==> config.mk <==
export PLATFORM = sky130hd
export DESIGN_NAME = ysyx_23060187_lsu
export DESIGN_NICKNAME = d
export VERILOG_FILES = /design/src/rtl/ysyx_23060187_pkg.sv /design/src/rtl/ysyx_23060187_lsu_align.sv /design/src/rtl/ysyx_23060187_lsu.sv
export SDC_FILE = /design/constraint.sdc
export NUM_CORES = 1
export LEC_CHECK = 0
export CAP_MARGIN = 15
export CORE_MARGIN = 2
export CORE_UTILIZATION = 45
export DETAILED_ROUTE_END_ITERATION = 8
export DONT_BUFFER_PORTS = 1
export GPL_ROUTABILITY_DRIVEN = 1
export PLACE_DENSITY = 0.67
export SLEW_MARGIN = 40
export SYNTH_ARGS = -nofsm -noshare
export SYNTH_HDL_FRONTEND = slang
export SYNTH_SLANG_ARGS = --single-unit
==> constraint.sdc <==
create_clock -name clk -period 2.75 [get_ports clk]
set_input_delay 0.6875 -clock clk [delete_from_list [all_inputs] [get_ports clk]]
set_output_delay 0.6875 -clock clk [all_outputs]
set_load 0.02 [all_outputs]
==> src/rtl/ysyx_23060187_pkg.sv <==
// Shared encodings and types for the load/store unit.
// Combinational definitions only; no latency or backpressure of its own.
package ysyx_23060187_pkg;

    localparam logic [2:0] F3_B  = 3'b000;
    localparam logic [2:0] F3_H  = 3'b001;
    localparam logic [2:0] F3_W  = 3'b010;
    localparam logic [2:0] F3_BU = 3'b100;
    localparam logic [2:0] F3_HU = 3'b101;

    typedef enum logic [1:0] {
        ST_IDLE = 2'd0,
        ST_REQ  = 2'd1,
        ST_WAIT = 2'd2,
        ST_DONE = 2'd3
    } lsu_state_t;

    // Only the parts of the access still needed after the request has been issued.
    typedef struct packed {
        logic       is_store;
        logic [2:0] funct3;
        logic [1:0] off;
    } lsu_req_t;

endpackage

==> src/rtl/ysyx_23060187_lsu_align.sv <==
// Byte-lane steering: store replication and strobes, load extract and extend, illegal/misaligned detect.
// Latency: purely combinational.
// Backpressure: none; the enclosing FSM decides when the outputs are used.
module ysyx_23060187_lsu_align
    import ysyx_23060187_pkg::*;
(
    input  logic        is_store,
    input  logic [2:0]  funct3,
    input  logic [1:0]  off,
    input  logic [31:0] wdata,
    input  logic [31:0] rdata,
    output logic [31:0] st_wdata,
    output logic [3:0]  st_wstrb,
    output logic [31:0] ld_data,
    output logic        misalign
);

    logic [31:0] shifted;

    always_comb begin
        shifted  = rdata >> {off, 3'b000};
        st_wdata = wdata;
        st_wstrb = 4'hF;
        ld_data  = rdata;
        misalign = 1'b0;
        // misalign also covers funct3 codes that are illegal for the access type
        case (funct3)
            F3_B: begin
                st_wdata = {4{wdata[7:0]}};
                st_wstrb = 4'b0001 << off;
                ld_data  = {{24{shifted[7]}}, shifted[7:0]};
            end
            F3_H: begin
                st_wdata = {2{wdata[15:0]}};
                st_wstrb = 4'b0011 << off;
                ld_data  = {{16{shifted[15]}}, shifted[15:0]};
                misalign = off[0];
            end
            F3_W: begin
                misalign = (off != 2'b00);
            end
            F3_BU: begin
                ld_data  = {24'd0, shifted[7:0]};
                misalign = is_store;
            end
            F3_HU: begin
                ld_data  = {16'd0, shifted[15:0]};
                misalign = is_store | off[0];
            end
            default: begin
                misalign = 1'b1;
            end
        endcase
    end

endmodule

==> src/rtl/ysyx_23060187_lsu.sv <==
// Single-outstanding load/store unit between EX and a word-wide valid/ready memory bus.
// Latency: accept->out_valid = 3 cycles on a zero-wait bus, 1 for rejected access, TIMEOUT_CYC+1 on timeout.
// Backpressure: in_ready only in IDLE; request held stable until mem_req_ready.
module ysyx_23060187_lsu
    import ysyx_23060187_pkg::*;
#(
    parameter int TIMEOUT_CYC = 255
) (
    input  logic        clk,
    input  logic        rst,
    input  logic        in_valid,
    output logic        in_ready,
    input  logic        in_is_store,
    input  logic [2:0]  in_funct3,
    input  logic [31:0] in_addr,
    input  logic [31:0] in_wdata,
    output logic        mem_req_valid,
    input  logic        mem_req_ready,
    output logic        mem_we,
    output logic [31:0] mem_addr,
    output logic [31:0] mem_wdata,
    output logic [3:0]  mem_wstrb,
    input  logic        mem_resp_valid,
    input  logic [31:0] mem_rdata,
    output logic        out_valid,
    output logic [31:0] out_rdata,
    output logic        out_misalign,
    output logic        out_timeout
);

    localparam logic [15:0] TMO = 16'(TIMEOUT_CYC);

    lsu_state_t  state;
    lsu_req_t    req;
    logic [15:0] cnt;
    logic [15:0] cnt_inc;

    logic        a_is_store;
    logic [2:0]  a_funct3;
    logic [1:0]  a_off;
    logic [31:0] st_wdata;
    logic [3:0]  st_wstrb;
    logic [31:0] ld_data;
    logic        misalign;

    // One aligner serves both phases: the incoming access while IDLE, the latched one afterwards.
    always_comb begin
        a_is_store = req.is_store;
        a_funct3   = req.funct3;
        a_off      = req.off;
        if (state == ST_IDLE) begin
            a_is_store = in_is_store;
            a_funct3   = in_funct3;
            a_off      = in_addr[1:0];
        end
    end

    assign cnt_inc = cnt + 16'd1;

    ysyx_23060187_lsu_align u_align (
        .is_store (a_is_store),
        .funct3   (a_funct3),
        .off      (a_off),
        .wdata    (in_wdata),
        .rdata    (mem_rdata),
        .st_wdata (st_wdata),
        .st_wstrb (st_wstrb),
        .ld_data  (ld_data),
        .misalign (misalign)
    );

    always_ff @(posedge clk) begin
        if (rst) begin
            state         <= ST_IDLE;
            req           <= '0;
            cnt           <= '0;
            in_ready      <= 1'b1;
            mem_req_valid <= 1'b0;
            mem_we        <= 1'b0;
            mem_addr      <= '0;
            mem_wdata     <= '0;
            mem_wstrb     <= '0;
            out_valid     <= 1'b0;
            out_rdata     <= '0;
            out_misalign  <= 1'b0;
            out_timeout   <= 1'b0;
        end else begin
            case (state)
                ST_IDLE: begin
                    if (in_valid) begin
                        req      <= '{is_store: in_is_store, funct3: in_funct3, off: in_addr[1:0]};
                        cnt      <= '0;
                        in_ready <= 1'b0;
                        if (misalign) begin
                            state        <= ST_DONE;
                            out_valid    <= 1'b1;
                            out_misalign <= 1'b1;
                            out_rdata    <= '0;
                        end else begin
                            state         <= ST_REQ;
                            mem_req_valid <= 1'b1;
                            mem_we        <= in_is_store;
                            mem_addr      <= {in_addr[31:2], 2'b00};
                            mem_wdata     <= in_is_store ? st_wdata : 32'd0;
                            mem_wstrb     <= in_is_store ? st_wstrb : 4'd0;
                        end
                    end
                end
                ST_REQ: begin
                    cnt <= cnt_inc;
                    if (cnt_inc == TMO) begin
                        state         <= ST_DONE;
                        mem_req_valid <= 1'b0;
                        out_valid     <= 1'b1;
                        out_timeout   <= 1'b1;
                        out_rdata     <= '0;
                    end else if (mem_req_ready) begin
                        state         <= ST_WAIT;
                        mem_req_valid <= 1'b0;
                    end
                end
                ST_WAIT: begin
                    cnt <= cnt_inc;
                    // A response arriving on the last allowed cycle still wins over the abort.
                    if (mem_resp_valid) begin
                        state     <= ST_DONE;
                        out_valid <= 1'b1;
                        out_rdata <= req.is_store ? 32'd0 : ld_data;
                    end else if (cnt_inc == TMO) begin
                        state       <= ST_DONE;
                        out_valid   <= 1'b1;
                        out_timeout <= 1'b1;
                        out_rdata   <= '0;
                    end
                end
                ST_DONE: begin
                    state        <= ST_IDLE;
                    in_ready     <= 1'b1;
                    out_valid    <= 1'b0;
                    out_rdata    <= '0;
                    out_misalign <= 1'b0;
                    out_timeout  <= 1'b0;
                end
                default: begin
                    state <= ST_IDLE;
                end
            endcase
        end
    end

endmodule

After elaboration in Yosys (flattened, before gate mapping). Index checks and enable logic that the tools add are counted.

Output and inout bits: 106. Register bits: 128. Word-level logic and storage cells: 92.

Equality and inequality tests: 14. Reductions and logical operators: 17. Multiplexer cells: 40. Shift operators: 3. Bitwise logic cells: 2. Add/subtract/negate cells: 1.

Operators by type and width (number): $pmux W32 S4 (2); $mux W32 (6); $pmux W32 S2 (1); $pmux W16 S2 (1); $shr A32 B5 Y16 (1); $add A16 B1 Y16 const B (1); $eq A16 B8 Y1 const B (1); $mux W16 (1); $mux W2 (7); $mux W1 (12); $reduce_and A2 Y1 (5); $reduce_and A3 Y1 (3); $ne A2 B2 Y1 const B (4); $pmux W2 S4 (1); $pmux W4 S2 (1); $reduce_bool A2 Y1 (4); $eq A3 B3 Y1 const B (2); $ne A3 B3 Y1 const B (2); $pmux W1 S2 (3); $pmux W1 S5 (1); $eq A2 B2 Y1 const B (2); $mux W4 (1); $pmux W1 S4 (1); $reduce_and A4 Y1 (1); other kinds (13) (13).

Depth between registers and ports, before layout. Gate-level depths: netlist of run 1.

Word-level depth: 7. Gate-level depth with buffers: 12. Gate-level depth less buffers: 9.

Hierarchy. From an unflattened synthesis of run 1, not the netlist that was laid out.

Cell total of the unflattened synthesis: 892. Area, all modules: 6924.1 µm².

By module, submodules not included: ysyx_23060187_lsu (seq. area each 2562.5 µm², times used 1, cells each 692, area an instance 5636.7 µm²); ysyx_23060187_lsu_align (seq. area each 0.0 µm², times used 1, cells each 200, area an instance 1287.5 µm²).

Worst setup path before layout of run 1. OpenSTA, ideal clock, no wires.

Kind: flip-flop to flip-flop. Start: register state[0]. End: register out_rdata[20]. Slack: 276 ps. Arrival time: 2339 ps. Cell stages (with the launch flop): 13. Path buffers: 3. Cell sequence: dfxtp_1 -> inv_1 -> ha_1 -> buf_6 -> mux2_2 -> buf_6 -> mux2i_1 -> mux2i_1 -> nand2_1 -> nand2_1 -> o21ai_2 -> buf_2 -> o32ai_1.

Cells in the longest elaborated chain, start to end: 7. Elaborated cells between the ends (all ways): 23. Classes of those cells: eq/ne: 9; shift: 1; mux: 8; bitwise: 1; reduce/logical: 4.

Ends and longest elaborated chain: start: declaration (RTL line ysyx_23060187_lsu.sv:33) `lsu_state_t state;`; start signal: assignment (RTL line ysyx_23060187_lsu.sv:74) `state <= ST_IDLE;`; start signal: assignment (RTL line ysyx_23060187_lsu.sv:95) `state <= ST_DONE;`; start signal: assignment (RTL line ysyx_23060187_lsu.sv:100) `state <= ST_REQ;`; $logic_not A2 Y1 (RTL line ysyx_23060187_lsu.sv:51, ysyx_23060187_lsu.sv:88); $mux W2 / $mux W3 (equally long branches) (RTL line ysyx_23060187_lsu.sv:51) `if (state == ST_IDLE) begin`; $shr A32 B5 Y16, or another cell as far along (RTL line ysyx_23060187_lsu_align.sv:21) `shifted = rdata >> {off, 3'b000};`; $pmux W32 S4 (RTL line ysyx_23060187_lsu_align.sv:27) `case (funct3)`; $mux W32 (RTL line ysyx_23060187_lsu.sv:128) `out_rdata <= req.is_store ? 32'd0 : ld_data;`; $mux W32 (RTL line ysyx_23060187_lsu.sv:125) `if (mem_resp_valid) begin`; $pmux W32 S4 (RTL line ysyx_23060187_lsu.sv:88) `case (state)`; end signal: assignment (RTL line ysyx_23060187_lsu.sv:128); end: declaration (RTL line ysyx_23060187_lsu.sv:26) `output logic [31:0] out_rdata,`.

Parallel ways exist; a longest one is shown, timed or not. A chain may end at the register's enable or synchronous reset.

Worst setup path in the final report of run 1.
Start: register cnt[0]. End: register out_rdata[21].

Cells in the longest elaborated chain, start to end: 5.

Ends and longest elaborated chain: start: declaration (RTL line ysyx_23060187_lsu.sv:35) `logic [15:0] cnt;`; start signal: assignment (RTL line ysyx_23060187_lsu.sv:110) `cnt <= cnt_inc;`; start signal: assignment (RTL line ysyx_23060187_lsu.sv:123) `cnt <= cnt_inc;`; $add A16 B1 Y16 (*) (RTL line ysyx_23060187_lsu.sv:58) `assign cnt_inc = cnt + 16'd1;`; $eq A16 B8 Y1 (*) (RTL line ysyx_23060187_lsu.sv:111, ysyx_23060187_lsu.sv:129); $mux W32 (*); $mux W32; $pmux W32 S4 (*).

Every way passes the cells marked *; elsewhere a longest branch is shown, timed or not.

==> metrics.csv, run 1 <==
stage,metric,value,unit
critical_path,startpoint_type,flip-flop,
power_and_ir_drop,power_density,1060,nW/um^2
die,initial_core_util,45.7,%
routing,antenna_left,0,
power_and_ir_drop,power.total,7890,uW
outcome,status,finished clean,
logic_synthesis,avgSynthCellArea,7.83,um^2
logic_synthesis,ys_ff_latch,128,
routing,drtIter0Drc,506,
timing,layout_min_cycle_time,2.56,ns
power_and_ir_drop,p_leak,0.00265,uW
logic_synthesis,syn_inst,842,
timing,max_slew_margin,55.5,%
logic_synthesis,synth_area_leaders,"dfxtp_1 (39%), nand2_1 (11%), a21oi_1 (8.6%)",
die,die_h,125,um
timing,hold_violations,0,
logic_synthesis,synthAdderAreaFrac,1.33,%
logic_synthesis,yosysSeqAreaShare,38.9,%
placement,place_inst,998,
logic_synthesis,synth.area.mux_share,4.71,%
critical_path,cp_cell_sequence,buf_4 > nand4_1 > nor4_2 > xor2_1 > a211o_1 > or2_4 > a21oi_4 > buf_12 > o32ai_1,
clock_tree,cts.root.buffer_cell,clkbuf_16,
timing,rsz0062_at_grt,no,
clock_tree,clk_pin_slew,0.06,ns
critical_path,worst_path_max_delay_cell,dfxtp_1,
cells_and_area,post-route-util,51.4,%
critical_path,path_class,reg -> reg,
power_and_ir_drop,ir_drop,538,uV
global_routing,grt_max_degree,132,
worst_hold_path,holdPathStages,1,
critical_path,cp_max_fo,32,
critical_path,crit_start,cnt[0],
logic_synthesis,yosysMostFrequentCell,nand2_1,
global_routing,antenna_found_initial,0,
die,core,14400,um^2
routing,drtPass1Iterations,5,
placement,dp_hpwl,12400,um
logic_synthesis,synth_warnings,0,
timing,drv_slew,0,
global_routing,top_usage_layer,met2,
clock_tree,numCtsBuffers,17,
global_routing,global_route.usage.met1,28.9,%
cells_and_area,fin_cells,1030,
logic_synthesis,synth_compound_area_share,23.9,%
cells_and_area,drive_above_1_share,14.9,%
timing,finalCritPeriodShare,93.1,%
critical_path,cp.arrival,2.86,ns
placement,gp_congestion,0.885,
timing,setup_viol,0,
routing,drc_errors,0,
logic_synthesis,synthTopCellsByCount,"nand2_1 (195), dfxtp_1 (128), a21oi_1 (113)",
critical_path,r2r_cells,9,
logic_synthesis,synth_top_family_by_area,compound AO/OA/AOI/OAI gates,
clock_tree,cts_htree_levels,4,
critical_path,crit_path_max_incr_delay,0.44,ns
critical_path,r2r_slack,0.19,ns
global_routing,grt_util_met3,7.49,%
global_routing,overflow,0,
routing,wire_per_inst,17.7,um
timing,skew,0.00835,ns
timing,setup_tns,0,ns
critical_path,required,3.05,ns
critical_path,crit_buf_inv,2,
timing,max_freq,390,MHz
routing,vias,5886,
logic_synthesis,synth.distinct_cells,68,
global_routing,grt_pass1_wl,28700,um
critical_path,end_kind,flip-flop,
logic_synthesis,synth_edf_count,0,
critical_path,critical-path-top-delay-family,simple AND/OR/NAND/NOR gates,
worst_hold_path,hold_start,rst,
cells_and_area,area_growth,12.6,%
logic_synthesis,synthSimpleGateAreaFrac,23.2,%
logic_synthesis,synth_largest_area_cell,dfxtp_1,
cells_and_area,antennaDiodeCount,0,
die,rows,44,
clock_tree,clkLatencyLatePin,0.42,ns
routing,drt_wl_total,18200,um
die,ioPinCount,211,
clock_tree,cts_buffer_depth,2,
worst_hold_path,hold_end,cnt[1],
clock_tree,cts_tree,done,
cells_and_area,fillers,1396,
job,maxCapViolCount,0,
routing,detail_route.vias_per_cell,5.71,
timing,worstMarginPinSlew,0.666,ns
die,die-area,15600,um^2
clock_tree,cts_sinks,128,
die,die_x,125,um
logic_synthesis,async_reset_ff_share,0,%
placement,io_buffers,0,
logic_synthesis,synthXorXnorAreaFrac,0.399,%
critical_path,reg2reg_to,out_rdata[21],
logic_synthesis,netlist_area,6590,um^2
worst_hold_path,holdCritPathClass,in -> reg,
global_routing,first_global_vias,5304,
global_routing,grt.total_usage,22.4,%
cells_and_area,nNetsFinal,945,
logic_synthesis,synth_top_area_share,38.9,%
global_routing,grt_use_met2,33.4,%
critical_path,r2r-start,cnt[0],
logic_synthesis,synth_ff_type,dfxtp_1,
-- cell usage in the layout, fill, tap and decap left out, types with 4 or more instances in the layout --
cell type / instances
nand3_1: 33
a311oi_1: 6
nor2_1: 65
o32ai_2: 8
nor3_1: 8
o21ai_2: 16
bufinv_16: 4
o221ai_1: 14
buf_12: 4
buf_4: 32
a22oi_1: 5
mux2_2: 13
dfxtp_1: 127
o2111ai_1: 8
a21oi_1: 113
clkbuf_16: 17
o32ai_1: 8
o21ai_0: 16
ha_1: 6
mux2i_1: 14
inv_1: 25
nand2b_1: 20
nand2_1: 194
a31oi_1: 13
-- logic make-up (layout without fill, tap and decap cells) --
logic type / after synthesis / count (layout)
XOR/XNOR: 3 / 3
AND/OR/NAND/NOR: 350 / 350
AO/OA/AOI/OAI: 233 / 233
flip-flops: 128 / 128
other: 1 / 2
multiplexers: 29 / 29
buffers and inverters: 91 / 94
adder cells (fa/ha/maj): 7 / 7
-- where the power goes --
| part | leakage [uW] | total, uW | switching [uW] | internal (uW) |
|---|---|---|---|---|
| clock network | 0.000304 | 2410 | 869 | 1540 |
| logic | 0.00131 | 2900 | 1820 | 1080 |
| registers | 0.00104 | 2580 | 472 | 2110 |
-- worst reg2reg max path: cells and delay by family, from the launching register on --
family                 cells  cell delay [ns]
AND/OR/NAND/NOR            3             0.82
flip-flops                 1             0.44
XOR/XNOR                   1             0.14
buffers and inverters      2             0.42
AO/OA/AOI/OAI              3             0.62
-- metrics by stage --
step	hold WS [ns]	area, um^2	setup WS [ns]
6_report	0.345	7420	0.188
5_1_grt	0.336	7420	0.0324
4_1_cts	0.331	7400	0.0830
3_5_place_dp	0.474	6770	0.0932
3_3_place_gp	0.475	6760	0.0420
2_1_floorplan	0.444	6590	0.276
-- timing repair --
action,4_1_cts,5_1_grt
endpoints found under the setup margin,0,33
buffers inserted,0,0
gates resized for setup,0,4
hold buffers,0,0
-- layout make-up --
class	instances	area, um^2	share of cell area, %
clock inverter	13	185	2.50
inverter	26	97.6	1.32
timing repair buffer	36	320	4.32
multi-input combinational	624	3580	48.2
clock buffer	19	443	5.97
sequential	128	2560	34.6
tap	184	230	3.10
-- worst max-delay path by stage --
stage	to	slack, ns	cells after the start
finish	out_rdata[21]	0.19	9
global route	out_rdata[20]	0.03	10
CTS	out_rdata[22]	0.08	9
detailed placement	out_rdata[19]	0.09	9
global placement	out_rdata[30]	0.04	10
floorplan	out_rdata[20]	0.28	12
-- sequential cells by signal (all words and copies together) (netlist names) --
signal	count
out_rdata	32
mem_wstrb	4
mem_addr	30
state	2
out_misalign	1
out_timeout	1
in_ready	1
mem_wdata	32
req	6
mem_req_valid	1
cnt	16
out_valid	1
mem_we	1
-- per-layer routing --
layer	share of wire, %	routed length, um
met1	43	7730
met2	46	8390
met3	8.2	1490
met4	3.1	571
met5	0	0
(Power assumes the default switching activity.)
==> inputs of run 2 (changes only) <==
--- a/config.mk
+++ b/config.mk
@@ -11,8 +11,6 @@
 export DETAILED_ROUTE_END_ITERATION = 8
 export DONT_BUFFER_PORTS = 1
 export GPL_ROUTABILITY_DRIVEN = 1
-export PLACE_DENSITY = 0.67
-export SLEW_MARGIN = 40
 export SYNTH_ARGS = -nofsm -noshare
 export SYNTH_HDL_FRONTEND = slang
 export SYNTH_SLANG_ARGS = --single-unit
==> metrics.csv, run 2 (synthesis results as in run 1) <==
stage,metric,value,unit
power_and_ir_drop,power_density,1050,nW/um^2
power_and_ir_drop,pwr-share-comb,37.0,%
die,initial_core_util,45.7,%
critical_path,required,3.01,ns
power_and_ir_drop,p_sw_share,41.0,%
routing,drtPass1Iterations,5,
clock_tree,cts_htree_levels,4,
die,die_x,125,um
routing,wire_per_inst,18.1,um
die,ioPinCount,211,
die,die-area,15600,um^2
timing,finalCritPeriodShare,95.3,%
global_routing,overflow,0,
power_and_ir_drop,clkPwrFrac,29.5,%
critical_path,path_class,reg -> reg,
timing,skew,0.0110,ns
job,maxCapViolCount,0,
critical_path,startpoint_type,flip-flop,
timing,drv_slew,0,
critical_path,cp_max_fo,32,
clock_tree,clkLatencyLatePin,0.41,ns
placement,dp_hpwl,13100,um
critical_path,cp.arrival,2.88,ns
clock_tree,cts_sinks,128,
timing,worst_slack,0.129,ns
power_and_ir_drop,switchingPower,3150,uW
cells_and_area,antennaDiodeCount,0,
placement,dp_slack,-0.389,ns
placement,gp_congestion,0.953,
timing,rsz0062_at_grt,no,
routing,vias,5975,
power_and_ir_drop,sequentialPowerShare,33.5,%
routing,antenna_left,0,
cells_and_area,reg_top3,"mem_wdata (32), out_rdata (32), mem_addr (30)",
outcome,status,finished clean,
routing,detail_route.vias_per_cell,5.82,
timing,setup_viol,0,
clock_tree,numCtsBuffers,17,
worst_hold_path,holdCritPathClass,in -> reg,
clock_tree,cts_tree,done,
global_routing,grt.total_usage,23.2,%
routing,drc_errors,0,
power_and_ir_drop,p_leak,0.00260,uW
timing,worstMarginPinSlew,0.674,ns
critical_path,worst_path_max_delay_cell,or3b_1,
routing,drt_wl_total,18600,um
critical_path,end_kind,flip-flop,
placement,io_buffers,0,
critical_path,crit_path_max_incr_delay,0.38,ns
critical_path,cp_cell_sequence,ha_1 > or3b_1 > o22ai_1 > o221ai_1 > a211o_1 > or2_4 > a21oi_4 > buf_12 > o32ai_1,
global_routing,grt_pass1_wl,29800,um
routing,drtIter0Drc,375,
timing,hold_violations,0,
clock_tree,cts_buffer_depth,2,
global_routing,antenna_found_initial,0,
cells_and_area,nNetsFinal,941,
timing,layout_min_cycle_time,2.62,ns
power_and_ir_drop,intPower,4540,uW
timing,fin_hold_ws,0.403,ns
timing,max_freq,382,MHz
timing,max_slew_margin,55.1,%
die,die_h,125,um
cells_and_area,final_common_cell,nand2_1,
power_and_ir_drop,ir_drop,535,uV
cells_and_area,final_cell_mix,"nand2_1 (194), dfxtp_1 (127), a21oi_1 (113)",
die,rows,44,
cells_and_area,area_growth,11.1,%
global_routing,first_global_vias,5652,
global_routing,grt_max_degree,132,
die,core,14400,um^2
clock_tree,clk_pin_slew,0.06,ns
cells_and_area,drive_above_1_share,14.5,%
clock_tree,cts.root.buffer_cell,clkbuf_16,
-- run 2: timing repair --
item,4_1_cts,5_1_grt
endpoints found under the setup margin,29,89
setup buffers,0,2
gates resized for setup,2,4
hold buffers,0,0
pin swaps,0,1
hold endpoints to repair,0,0
-- run 2: layout make-up --
class                      count  area (um^2)
fill                        1441         7100
timing repair buffer          32          256
tap                          184          230
clock buffer                  21          470
clock inverter                11          128
multi-input combinational    624         3570
sequential                   128         2560
inverter                      26         97.6
-- run 2: routing by layer --
| layer | vias to the layer above | track usage, % | wire, um |
|---|---|---|---|
| met1 | 2802 | 28.4 | 7590 |
| met5 | - | 0 | 0 |
| met3 | 34 | 8.39 | 1600 |
| met4 | 0 | 7.45 | 370 |
| met2 | 219 | 38.0 | 8990 |
| li1 | 2920 | - | - |
-- run 2: worst max-delay path: cells and delay by family, from the launching register on --
| family | cells | cell delay, ns |
|---|---|---|
| compound gates | 5 | 0.93 |
| fa+ha+maj | 1 | 0.32 |
| flops | 1 | 0.31 |
| simple gates | 2 | 0.66 |
| buf+inv | 1 | 0.23 |
-- run 2: path summary, 6_finish.rpt --
| path | to | slack, ns | start | cells past startpoint |
|---|---|---|---|---|
| worst max-delay path | out_rdata[31] | 0.13 | cnt[0] | 9 |
| worst min register to register | req[5] | 0.50 | req[5] | 2 |
| worst max register to register | out_rdata[31] | 0.13 | cnt[0] | 9 |
| worst min-delay path | cnt[2] | 0.40 | rst | 1 |
-- run 2: metrics by stage --
stage / TNS (ns) / std cells / utilization (%) / instance area, um^2 / power, uW
2_1_floorplan: 0 / 843 / - / 6590 / 4670
3_3_place_gp: -1.85 / 992 / 46.3 / 6680 / 5330
3_5_place_dp: -5.55 / 992 / 46.3 / 6680 / 5430
4_1_cts: 0 / 1024 / 50.5 / 7290 / 7710
5_1_grt: 0 / 1026 / 50.7 / 7320 / 8160
6_report: 0 / 1026 / 50.7 / 7320 / 7690
-- run 2: power by group through the flow --
stage | logic (uW) | clock network, uW | registers (uW)
6_report | 2850 | 2270 | 2580
4_1_cts | 2820 | 2310 | 2580
3_3_place_gp | 2720 | 0 | 2610
2_1_floorplan | 2130 | 0 | 2540
5_1_grt | 3160 | 2390 | 2610
3_5_place_dp | 2800 | 0 | 2620
==> inputs of run 3 (changes only) <==
--- a/config.mk
+++ b/config.mk
@@ -7,7 +7,7 @@
 export LEC_CHECK = 0
 export CAP_MARGIN = 15
 export CORE_MARGIN = 2
-export CORE_UTILIZATION = 45
+export CORE_UTILIZATION = 38
 export DETAILED_ROUTE_END_ITERATION = 8
 export DONT_BUFFER_PORTS = 1
 export GPL_ROUTABILITY_DRIVEN = 1
==> metrics.csv, run 3 (synthesis results as in run 1) <==
stage,metric,value,unit
clock_tree,clkLatencyLatePin,0.42,ns
critical_path,path_class,reg -> reg,
power_and_ir_drop,ir_drop,582,uV
placement,dp_hpwl,12800,um
clock_tree,hold_buffers,0,
cells_and_area,antennaDiodeCount,0,
routing,drtPass1Iterations,5,
power_and_ir_drop,power_density,1040,nW/um^2
clock_tree,cts_tree,done,
power_and_ir_drop,sequentialPowerShare,33.3,%
job,maxCapViolCount,0,
routing,detail_route.vias_per_cell,5.36,
worst_hold_path,holdPathStages,1,
routing,drtIter0Drc,359,
worst_hold_path,hold_start,rst,
critical_path,r2r-start,cnt[0],
power_and_ir_drop,pwr-share-comb,37.5,%
cells_and_area,final_cell_mix,"nand2_1 (194), dfxtp_1 (127), a21oi_1 (113)",
global_routing,grt_pass1_wl,28900,um
die,die_h,136,um
timing,drv_slew,0,
clock_tree,cts_buffer_depth,2,
cells_and_area,nNetsFinal,943,
timing,skew,0.00671,ns
critical_path,r2r_cells,9,
critical_path,r2r_slack,0.17,ns
die,core,17100,um^2
routing,drc_errors,0,
critical_path,end_kind,flip-flop,
timing,worstMarginPinSlew,0.698,ns
power_and_ir_drop,p_sw_share,40.9,%
timing,setup_viol,0,
cells_and_area,final_common_cell,nand2_1,
clock_tree,cts.root.buffer_cell,clkbuf_16,
routing,antenna_left,0,
global_routing,first_global_vias,5264,
global_routing,grt_max_degree,132,
worst_hold_path,hold_end,cnt[3],
critical_path,crit_path_max_incr_delay,0.40,ns
power_and_ir_drop,intPower,4560,uW
cells_and_area,area_growth,12.3,%
power_and_ir_drop,switchingPower,3150,uW
clock_tree,cts_sinks,128,
critical_path,cp_cell_sequence,ha_1 > or3b_1 > o22ai_1 > o221ai_1 > a211o_1 > or2_4 > a21oi_4 > buf_12 > o32ai_1,
critical_path,startpoint_type,flip-flop,
die,rows,48,
cells_and_area,drive_above_1_share,14.6,%
global_routing,grt.total_usage,19.9,%
global_routing,antenna_found_initial,0,
timing,finalCritPeriodShare,93.7,%
critical_path,worst_path_max_delay_cell,or3b_1,
timing,max_slew_margin,53.5,%
routing,vias,5731,
timing,worst_slack,0.172,ns
timing,layout_min_cycle_time,2.58,ns
placement,dp_slack,-0.267,ns
clock_tree,numCtsBuffers,17,
die,ioPinCount,211,
global_routing,overflow,0,
power_and_ir_drop,power.total,7710,uW
clock_tree,clk_pin_slew,0.06,ns
die,die-area,18400,um^2
power_and_ir_drop,clkPwrFrac,29.3,%
outcome,status,finished clean,
cells_and_area,reg_top3,"mem_wdata (32), out_rdata (32), mem_addr (30)",
placement,io_buffers,0,
power_and_ir_drop,p_leak,0.00261,uW
timing,rsz0062_at_grt,no,
critical_path,reg2reg_to,out_rdata[19],
timing,hold_violations,0,
timing,max_freq,388,MHz
routing,drt_wl_total,18600,um
timing,setup_tns,0,ns
critical_path,cp_max_fo,32,
routing,wire_per_inst,17.4,um
die,die_x,136,um
worst_hold_path,holdCritPathClass,in -> reg,
critical_path,cp.arrival,2.85,ns
clock_tree,cts_htree_levels,4,
placement,gp_congestion,0.822,
critical_path,required,3.02,ns
die,initial_core_util,38.5,%
[run 3: metal layers]
| metal | track usage, % | share of wire, % | routed length [um] | up-vias |
|---|---|---|---|---|
| met5 | 0 | 0 | 0 | - |
| met4 | 9.32 | 2.7 | 495 | 0 |
| met3 | 7.00 | 7.3 | 1370 | 28 |
| met2 | 30.4 | 47 | 8800 | 177 |
| met1 | 25.1 | 43 | 7980 | 2607 |
| li1 | - | - | - | 2919 |
[run 3: worst max-delay path by stage]
| stage | slack, ns | from | cells after the start | end |
|---|---|---|---|---|
| 3_5_place_dp | -0.27 | state[0] | 9 | out_rdata[19] |
| 4_1_cts | 0.12 | cnt[2] | 8 | out_rdata[21] |
| 3_3_place_gp | -0.18 | state[0] | 9 | out_rdata[16] |
| 2_1_floorplan | 0.28 | state[0] | 12 | out_rdata[20] |
| 6_report | 0.17 | cnt[0] | 9 | out_rdata[19] |
| 5_1_grt | 0.01 | cnt[0] | 10 | out_rdata[16] |
[run 3: power groups by stage]
stage                     Clock, uW  Sequential [uW]  Combinational [uW]
final                          2260             2570                2890
after global routing           2400             2600                3200
after CTS                      2320             2570                2850
after detailed placement          0             2620                2830
after global placement            0             2610                2810
after floorplan                   0             2540                2130
[run 3: stage by stage]
stage	util [%]	area [um^2]	hold WS, ns	std cells
6_report	43.2	7400	0.346	1069
5_1_grt	43.2	7400	0.323	1069
4_1_cts	43.0	7350	0.321	1064
3_5_place_dp	39.4	6750	0.480	1032
3_3_place_gp	39.4	6750	0.475	1032
2_1_floorplan	-	6590	0.444	843
[run 3: repair_timing]
item                                    in CTS  in global routing
resized for setup                            2                  3
pin swaps                                    0                  2
endpoints found under the hold margin        0                  0
buffers inserted                             0                  5
endpoints found under the setup margin      16                 35
[run 3: final cells by class]
| class | count | area, um^2 |
|---|---|---|
| inverter | 26 | 97.6 |
| tap | 225 | 282 |
| clock inverter | 11 | 130 |
| multi-input combinational | 624 | 3570 |
| fill | 1784 | 9720 |
| timing repair buffer | 34 | 293 |
| sequential | 128 | 2560 |
| clock buffer | 21 | 460 |
[run 3: critical path: cells and delay by family, from the launching register on]
kind | cells | cell delay, ns
buffers and inverters | 1 | 0.23
AOI/OAI and AO/OA | 5 | 0.87
and+or+nand+nor | 2 | 0.67
DFF | 1 | 0.31
adders and majority gates | 1 | 0.33
